[src/rtl/iiitb_gc_decoder.sv]
// Synchronises an 8-bit Gray count, decodes it to binary and polices the step size.
// Latency SYNC_STAGES+1 edges gray_in -> bin_count; no backpressure (free-running consumer).
module iiitb_gc_decoder #(
    parameter int SYNC_STAGES = 2,
    parameter int LOCK_COUNT  = 4
) (
    input  logic        clk,
    input  logic        reset,
    input  logic [7:0]  gray_in,
    output logic [7:0]  bin_count,
    output logic        bin_valid,
    output logic        step_err,
    output logic        wrap,
    output logic [7:0]  err_count,
    output logic [15:0] wrap_count,
    output logic        locked
);

    localparam logic [3:0] LOCK_MAX = 4'(LOCK_COUNT);

    logic [7:0]             sync_q [SYNC_STAGES];
    logic [SYNC_STAGES-1:0] vld_pipe;
    logic [3:0]             lock_cnt;
    logic [7:0]             g_s;
    logic [7:0]             b;
    logic [7:0]             delta;
    logic [3:0]             lock_nxt;

    assign g_s = sync_q[SYNC_STAGES-1];

    always_comb begin
        b    = '0;
        b[7] = g_s[7];
        for (int i = 6; i >= 0; i--) begin
            b[i] = b[i+1] ^ g_s[i];
        end
    end

    // bin_count always holds the previous decoded sample, so it doubles as the reference value
    assign delta    = b - bin_count;
    assign lock_nxt = (lock_cnt == LOCK_MAX) ? lock_cnt : lock_cnt + 4'd1;

    always_ff @(posedge clk) begin
        if (reset) begin
            for (int i = 0; i < SYNC_STAGES; i++) begin
                sync_q[i] <= '0;
            end
            vld_pipe   <= '0;
            bin_count  <= '0;
            bin_valid  <= 1'b0;
            step_err   <= 1'b0;
            wrap       <= 1'b0;
            err_count  <= '0;
            wrap_count <= '0;
            lock_cnt   <= '0;
            locked     <= 1'b0;
        end else begin
            sync_q[0] <= gray_in;
            for (int i = 1; i < SYNC_STAGES; i++) begin
                sync_q[i] <= sync_q[i-1];
            end
            vld_pipe  <= {vld_pipe[SYNC_STAGES-2:0], 1'b1};
            bin_valid <= bin_valid | vld_pipe[SYNC_STAGES-1];
            bin_count <= b;
            step_err  <= 1'b0;
            wrap      <= 1'b0;
            // First sample after reset is only a reference: bin_valid is still 0 on that edge
            if (bin_valid) begin
                if (delta == 8'd1) begin
                    lock_cnt <= lock_nxt;
                    if (lock_nxt == LOCK_MAX) begin
                        locked <= 1'b1;
                    end
                    if (bin_count == 8'hFF) begin
                        wrap       <= 1'b1;
                        wrap_count <= wrap_count + 16'd1;
                    end
                end else if (delta != 8'd0) begin
                    step_err <= 1'b1;
                    lock_cnt <= '0;
                    locked   <= 1'b0;
                    if (err_count != 8'hFF) begin
                        err_count <= err_count + 8'd1;
                    end
                end
            end
        end
    end

endmodule

[config.mk]
export PLATFORM = sky130hd
export DESIGN_NAME = iiitb_gc_decoder
export DESIGN_NICKNAME = d
export VERILOG_FILES = /design/src/rtl/iiitb_gc_decoder.sv
export SDC_FILE = /design/constraint.sdc
export NUM_CORES = 1
export LEC_CHECK = 0
export CORE_MARGIN = 3
export CORE_UTILIZATION = 40
export DETAILED_ROUTE_END_ITERATION = 16
export HOLD_SLACK_MARGIN = 0.1
export PLACE_DENSITY = 0.65
export SYNTH_ARGS = -nofsm -noshare
export SYNTH_HDL_FRONTEND = slang
export SYNTH_SLANG_ARGS = --single-unit
[constraint.sdc]
create_clock -name clk -period 4.4 [get_ports clk]
set_clock_uncertainty 0.15 [all_clocks]
set_input_delay 0.66 -clock clk [delete_from_list [all_inputs] [get_ports clk]]
set_output_delay 0.66 -clock clk [all_outputs]
set_load 0.02 [all_outputs]
After elaboration in Yosys (flattened, before gate mapping):

Memory sizes are Yosys's and may differ from the RTL's.
Cells that the tools add are included.

* add/sub/neg operators: 4
* muxes and demuxes: 14
* reductions and logical operators: 8
* bitwise operators: 12
* equality and inequality tests: 6

Operators by type and width (count)
* $add A16 B1 Y16 const B: 1
* $mux W8: 2
* $mux W4: 3
* $mux W1: 9
* $add A8 B1 Y8 const B: 1
* $eq A4 B3 Y1 const B: 2
* $eq A8 B1 Y1 const B: 1
* $eq A8 B8 Y1 const B: 1
* $ne A8 B8 Y1 const B: 1
* $reduce_bool A8 Y1: 1
* $sub A8 B8 Y8: 1
* $xor A1 B1 Y1: 7
* $reduce_and A3 Y1: 2
* $reduce_or A3 Y1: 2
* $add A4 B1 Y4 const B: 1
* $reduce_and A4 Y1: 1
* $or A1 B1 Y1: 3
* $ne A2 B1 Y1 const B: 1
* $not A1 Y1: 2
* $reduce_and A2 Y1: 1
* $reduce_bool A2 Y1: 1

* memories: 1
* register bits after elaboration: 42
* memory bits (writable): 16
* output and inout port bits: 36
* word-level logic and storage cells: 55
* bits of input ports: 10

Memory list
* sync_q: depth 2, width 8, rd ports 2, clocked after Yosys merged registers in 0, wr ports 2, RTL line 21 `logic [7:0] sync_q [SYNC_STAGES];`

Logic depth before layout (Yosys ltp):

Gate-level depths: netlist of run 1.
An unclocked memory read counts as a cell.

* word-level depth: 12
* mapped depth: 17
* mapped depth without buffers: 16

Worst setup path after synthesis of run 1:

No wires, ideal clock.

* path type: flip-flop to flip-flop
* start point: memory sync_q[1][7] (netlist: sync_q[0][15])
* end point: register wrap_count[15]
* data arrival time: 4.249 ns
* buffers on the path: 1
* cell stages (with the launch flop): 18
* path slack: -0.120 ns
* library setup time: 0.121 ns
* data required time: 4.129 ns
* cells stage by stage: dfxtp_1 xor2_1 xnor2_1 xnor2_1 xnor2_1 xor2_1 xnor2_1 ha_1 inv_1 fa_1 a211oi_2 nor2_1 xnor2_1 o2111ai_1 or2_1 buf_2 or4_4 mux2_4

RTL lines
* from (decl): RTL line 21
* to (signal assigned): RTL line 76 `wrap_count <= wrap_count + 16'd1;`
* to (decl): RTL line 15 `output logic [15:0] wrap_count,`

==> flow_summary_export.csv, run 1 <==
group,metric,value,unit
clock_network,insertion_delay,0.34,ns
pwr,comb_power_share,0.213,
cells_and_area,ff_latch_area,0.00116,mm^2
timing,finalCritPeriodShare,0.969,
floorplanning,start_util,0.419,
timing,drv_slew,0,
timing,setup_viol,0,
drt,via_per_inst,5.28,
floorplanning,io_pins,46,
synth,ys_ff_latch,58,
critical_path,crit_fanout,6,
min_path,worst_hold_startpoint,"sync_q[0][4]",
synth,synth_area,0.00270,mm^2
cells_and_area,area_growth,33.1,%
cells_and_area,drive_above_1_share,0.143,
critical_path,critPathSlowestCell,"or4_4",
critical_path,path_depth,15,
pwr,internal_power,1.01,mW
clock_network,cts-buffers-inserted,9,
critical_path,cpPeakStageDelay,0.61,ns
timing,finalHoldViolations,0,
synth,ys_types,49,
job,cap_violations,0,
critical_path,criticalPathCategory,"flip-flop to flip-flop",
pwr,p_leak,1.26,nW
synth,syn-num-nets,330,
clock_network,cts_sinks,58,
critical_path,cp-start-kind,"flip-flop",
cells_and_area,final_nets,387,
pwr,power.density,394,mW/mm^2
synth,synth-async-reset-ratio,0,
floorplanning,dieArea,0.00778,mm^2
critical_path,cp-end-kind,"flip-flop",
timing,post-route-min-period,4.26,ns
critical_path,crit_top_cell,"xnor2_2",
clock_network,path_clk_slew,0.07,ns
min_path,hold_path.class,"flip-flop to flip-flop",
critical_path,rr_endpoint,"wrap_count[14]",
status,status,"completed",
place,dp.cells,427,
floorplanning,die_w,88.2,um
pwr,seqPwrFrac,0.392,
place,gp_congestion,0.866,
synth,synth_edf_count,0,
pwr,clkPwrFrac,0.395,
global_route,grt-ovfl-total,0,
synth,ys_seq_area_frac,0.429,
clock_network,clockBufferDepth,2,
critical_path,cpLargestDelayFamily,"XOR/XNOR gates",
synth,ys_dominant_reg_cell,"dfxtp_1",
drt,drt-wirelength-per-cell,13.8,um
clock_network,cts_tree,"yes",
floorplanning,die_h,88.2,um
global_route,grt.total_usage,0.167,
place,port-buffer-count,45,
critical_path,worst-path-buf-inv,1,
drt,first_pass_iters,4,
critical_path,crit_arrival,4.37,ns
place,dpl.hpwl,4280,um
critical_path,reg2reg_slack,0.14,ns
drt,drt_iter0_drc,115,
global_route,first_global_vias,2165,
critical_path,reg2reg_from,"sync_q[0][15]",
global_route,antenna_found_initial,0,
synth,ys_warn_count,0,
cells_and_area,final_cells,447,
synth,syn_inst,308,
floorplanning,core-area,0.00646,mm^2
critical_path,crit_required,4.51,ns
cells_and_area,fillCellCount,585,
global_route,grt_max_degree,56,
cells_and_area,antenna_cells,0,
timing,finalSetupTns,0,ns
floorplanning,num_rows,29,
drt,route.detailed.drc,0,
clock_network,htree_levels,3,
synth,avgSynthCellArea,8.78,um^2
timing,worst_pin_slew,0.979,ns
pwr,p_sw,405,uW
timing,fmax,0.235,GHz
cells_and_area,multi_input_area,0.00152,mm^2
critical_path,path_cells,"xor2_4, xnor2_2, xnor2_2, xnor2_2, xor2_1, xnor2_1, ha_2, inv_2, fa_2, xor2_1, a311oi_1, o2111ai_2, or4_4, or3_1, a21oi_1",
clock_network,cts_root_buffer,"clkbuf_8",
drt,vias,2359,
drt,postRouteAntennaNets,0,
critical_path,timing.critical_path.to,"wrap_count[14]",
pwr,swShare,0.285,
drt,wirelength,6170,um
critical_path,startpoint,"sync_q[0][15]",
global_route,grt_pass1_wl,9970,um
pwr,vdd_drop_max,0.259,mV
timing,relSlewSlack,0.348,
critical_path,reg2reg_depth,15,
power groups by stage:
stage	clock (mW)	combinational [mW]	sequential [mW]
global route	0.598	0.330	0.559
detailed placement	0	0.280	0.568
floorplan	0	0.192	0.577
finish	0.560	0.302	0.556
global placement	0	0.278	0.568
CTS	0.571	0.282	0.557
cell usage in the layout (no fill, tap or decap), drive strengths merged, types with 4 or more instances in the layout:
| cell type | count |
|---|---|
| dfxtp | 58 |
| clkdlybuf4s50 | 44 |
| nor2 | 27 |
| nand2 | 21 |
| inv | 21 |
| a21oi | 21 |
| nor2b | 20 |
| o21ai | 14 |
| nand3 | 12 |
| xnor2 | 12 |
| ha | 11 |
| buf | 11 |
| clkbuf | 10 |
| nor4 | 8 |
| or3 | 8 |
| and2 | 6 |
| nor3 | 5 |
| xor2 | 5 |
| or4 | 5 |
| nand4 | 4 |
stage by stage:
stage,cell area (um^2),utilization,hold WS (ns),power (mW),setup WS (ns)
4_1_cts,3520,0.546,0.286,1.41,0.0831
2_1_floorplan,2740,-,0.261,0.769,0.0118
3_3_place_gp,3290,0.510,0.270,0.846,0.184
5_1_grt,3600,0.557,0.302,1.49,-0.0345
6_report,3600,0.557,0.284,1.42,0.138
3_5_place_dp,3290,0.510,0.270,0.848,0.0180
cell type report:
class,count,share of cell area
clock inverter,6,0.0247
inverter,20,0.0209
sequential,58,0.324
multi-input combinational,221,0.421
clock buffer,10,0.0382
timing repair buffer,55,0.145
tap,77,0.0268
worst reg2reg max path, delay by kind of cell (launching register included):
family	cells	cell delay (ns)
XOR/XNOR	7	1.38
AND/OR/NAND/NOR	2	0.94
AO/OA/AOI/OAI	3	0.68
buffers and inverters	1	0.04
adder cells (fa/ha/maj)	2	0.62
flip-flops	1	0.37
Yosys cell counts (all sizes together) (2+ instances only):
library cell	instances	area share
xnor2	12	0.039
mux2	2	0.0097
a21oi	21	0.040
nor3	5	0.0093
mux2i	3	0.011
o31ai	2	0.0056
nor4	8	0.019
clkbuf	8	0.011
nand3b	3	0.0083
o21a	2	0.0056
inv	20	0.028
dfxtp	58	0.43
nand2	21	0.029
or4	4	0.012
nand4	4	0.0093
o21bai	2	0.0056
a211oi	3	0.012
o21ai	14	0.026
a21o	2	0.0056
a31oi	2	0.0046
or3	8	0.019
ha	11	0.051
and3	2	0.0046
buf	2	0.0037
nand2b	3	0.0069
a31o	2	0.0065
nand3	12	0.022
nor2	27	0.037
nor2b	20	0.046
and2	6	0.014
xor2	5	0.016
cells by family (layout without fill, tap and decap cells):
family / count (synthesis) / count (layout) / share of synthesized area
buffers and inverters: 30 / 91 / 0.0426
adder cells (fa/ha/maj): 12 / 12 / 0.0583
multiplexers: 5 / 5 / 0.0208
XOR/XNOR: 17 / 17 / 0.0551
AO/OA/AOI/OAI: 60 / 60 / 0.147
flip-flops: 58 / 58 / 0.429
AND/OR/NAND/NOR: 126 / 127 / 0.247
metal layers:
metal,share of wire,global-route usage,up-vias
li1,-,-,1195
met1,0.46,0.205,1108
met2,0.49,0.269,48
met5,0,0,-
met3,0.044,0.0587,8
met4,0.0089,0.0632,0
repair_timing:
| item | 4_1_cts | 5_1_grt |
|---|---|---|
| pin swaps | 0 | 9 |
| hold buffers | 0 | 0 |
| cloned | 0 | 1 |
| gates resized for setup | 1 | 9 |
| buffers inserted | 0 | 3 |
| setup endpoints to repair | 3 | 10 |
registers in the layout (all words and copies together), names as in the netlist:
register / count
lock_cnt: 4
sync_q: 16
wrap: 1
wrap_count: 16
locked: 1
err_count: 8
bin_valid: 1
step_err: 1
vld_pipe: 2
bin_count: 8
worst min path at each step:
stage,endpoint,cells after the start
2_1_floorplan,bin_valid,2
3_3_place_gp,vld_pipe[1],1
3_5_place_dp,sync_q[0][11],1
4_1_cts,sync_q[0][11],1
5_1_grt,sync_q[0][10],1
6_report,sync_q[0][12],1
Note: power is estimated with default switching activity, not from simulation.
==> run 2: changes to the inputs <==
Settings changed: CORE_UTILIZATION 40 to 47, HOLD_SLACK_MARGIN 0.1 to 0.03, PLACE_DENSITY 0.65 to 0.75, SKIP_CTS_REPAIR_TIMING set to 1.
==> run 2 against run 1 <==
  * Sequential cell count unchanged
  * Die area decreased by 14%
  * Sequential power about the same
  * Global-route usage increased by 3.6 points
  * Largest cell class unchanged
  * Core utilization increased by 12 points
==> flow_summary_export.csv, run 2 (same netlist as run 1, synthesis figures left out) <==
group,metric,value,unit
status,status,"completed",
clock_network,path_clk_slew,0.06,ns
critical_path,criticalPathCategory,"flip-flop to flip-flop",
floorplanning,io_pins,46,
timing,post-route-min-period,4.32,ns
drt,drt_iter0_drc,101,
pwr,internal_power,1.02,mW
drt,vias,2399,
drt,first_pass_iters,4,
global_route,grt_pass1_wl,10500,um
critical_path,crit_top_cell,"xnor2_2",
cells_and_area,fillCellCount,446,
cells_and_area,reg.largest.list,"sync_q x16, wrap_count x16",
drt,wirelength,6280,um
critical_path,cpPeakStageDelay,0.43,ns
pwr,seqPwrFrac,0.393,
global_route,antenna_found_initial,0,
job,cap_violations,0,
pwr,p_leak,1.26,nW
critical_path,cpLargestDelayFamily,"XOR/XNOR gates",
critical_path,cp-start-kind,"flip-flop",
place,gp_congestion,0.872,
floorplanning,num_rows,26,
clock_network,cts_tree,"yes",
timing,fmax,0.232,GHz
floorplanning,dieArea,0.00670,mm^2
clock_network,cts_root_buffer,"clkbuf_8",
cells_and_area,drive_above_1_share,0.143,
global_route,first_global_vias,2374,
floorplanning,core-area,0.00534,mm^2
cells_and_area,most-common-layout-cells,"57 x dfxtp_1, 44 x clkdlybuf4s50_1, 27 x nor2_1, 21 x nand2_1, 20 x nor2b_1",
pwr,clkPwrFrac,0.383,
global_route,grt-ovfl-total,0,
drt,route.detailed.drc,0,
drt,drt-wirelength-per-cell,14.2,um
critical_path,cp-end-kind,"flip-flop",
floorplanning,die_h,81.8,um
critical_path,worst-path-buf-inv,1,
clock_network,cts_sinks,58,
place,dp_slack,0.0137,ns
pwr,vdd_drop_max,0.269,mV
timing,relSlewSlack,0.375,
clock_network,cts-buffers-inserted,9,
critical_path,crit_fanout,6,
clock_network,insertion_delay,0.34,ns
pwr,power,1.42,mW
global_route,grt_max_degree,56,
pwr,p_sw,399,uW
cells_and_area,ff_latch_area,0.00116,mm^2
cells_and_area,antenna_cells,0,
cells_and_area,final_common_cell,"dfxtp_1",
cells_and_area,final_nets,388,
min_path,hold_path.class,"flip-flop to flip-flop",
pwr,comb_power_share,0.224,
place,port-buffer-count,45,
pwr,swShare,0.281,
place,dpl.hpwl,4190,um
timing,setup_viol,0,
timing,finalCritPeriodShare,0.981,
drt,postRouteAntennaNets,0,
timing,worst_pin_slew,0.938,ns
cells_and_area,multi_input_area,0.00152,mm^2
clock_network,htree_levels,3,
floorplanning,start_util,0.507,
drt,via_per_inst,5.44,
critical_path,critPathSlowestCell,"or4_4",
cells_and_area,area_growth,32.8,%
global_route,grt.total_usage,0.203,
critical_path,path_cells,"xor2_2, xnor2_2, xnor2_2, xnor2_2, xor2_1, xnor2_1, ha_2, inv_2, fa_2, a211oi_2, nor2_1, xnor2_1, o2111ai_2, or2_4, or4_4, mux2_4",
clock_network,clockBufferDepth,2,
floorplanning,die_w,81.8,um
pwr,power.density,395,mW/mm^2
critical_path,crit_required,4.47,ns
timing,drv_slew,0,
timing,finalHoldViolations,0,
timing,setup_slack,0.0823,ns
critical_path,crit_arrival,4.39,ns
run 2: changes by cell type in the layout (fill, tap and decap cells not counted), sizes merged:
cell,before,now
buf,11,12
clkinv,1,0
clkbuf,10,12
inv,21,20
run 2: final timing paths:
kind / slack [ns] / cells past startpoint / endpoint / from
max: 0.08 / 16 / wrap_count[15] / sync_q[0][15]
min reg2reg: 0.29 / 1 / sync_q[0][12] / sync_q[0][4]
min: 0.29 / 1 / sync_q[0][12] / sync_q[0][4]
max reg2reg: 0.08 / 16 / wrap_count[15] / sync_q[0][15]
run 2: layout make-up:
type	count	area share
clock buffer	12	0.0404
clock inverter	4	0.0209
inverter	20	0.0209
multi-input combinational	221	0.422
sequential	58	0.324
tap	70	0.0244
timing repair buffer	56	0.147
run 2: power groups by stage:
stage	registers, mW	clock network, mW	logic (mW)
after floorplan	0.577	0	0.192
after global placement	0.568	0	0.275
after detailed placement	0.568	0	0.280
after CTS	0.557	0.553	0.285
after global routing	0.559	0.577	0.350
final	0.557	0.544	0.318
run 2: worst reg2reg max path, delay by kind of cell, from the launching register on:
family                   cells  cell delay [ns]
XOR/XNOR                     7             1.49
AND/OR/NAND/NOR              3             0.84
adder cells (fa/ha/maj)      2             0.63
AO/OA/AOI/OAI                2             0.41
flip-flops                   1             0.37
multiplexers                 1             0.31
buffers and inverters        1             0.04
run 2: metal layers:
metal	GRT usage	wire [um]	part of all wire
met1	0.247	2800	0.45
met5	0	0	0
met3	0.0482	204	0.033
met4	0.118	123	0.020
met2	0.324	3150	0.50
run 2: through the flow:
step,instances,area (um^2),util,setup TNS (ns),hold WS [ns]
final,441,3590,0.673,0,0.286
after global routing,441,3590,0.673,-0.947,0.295
after CTS,436,3500,0.657,-0.129,0.288
after detailed placement,420,3280,0.616,0,0.272
after global placement,420,3280,0.616,0,0.264
after floorplan,308,2740,-,0,0.261
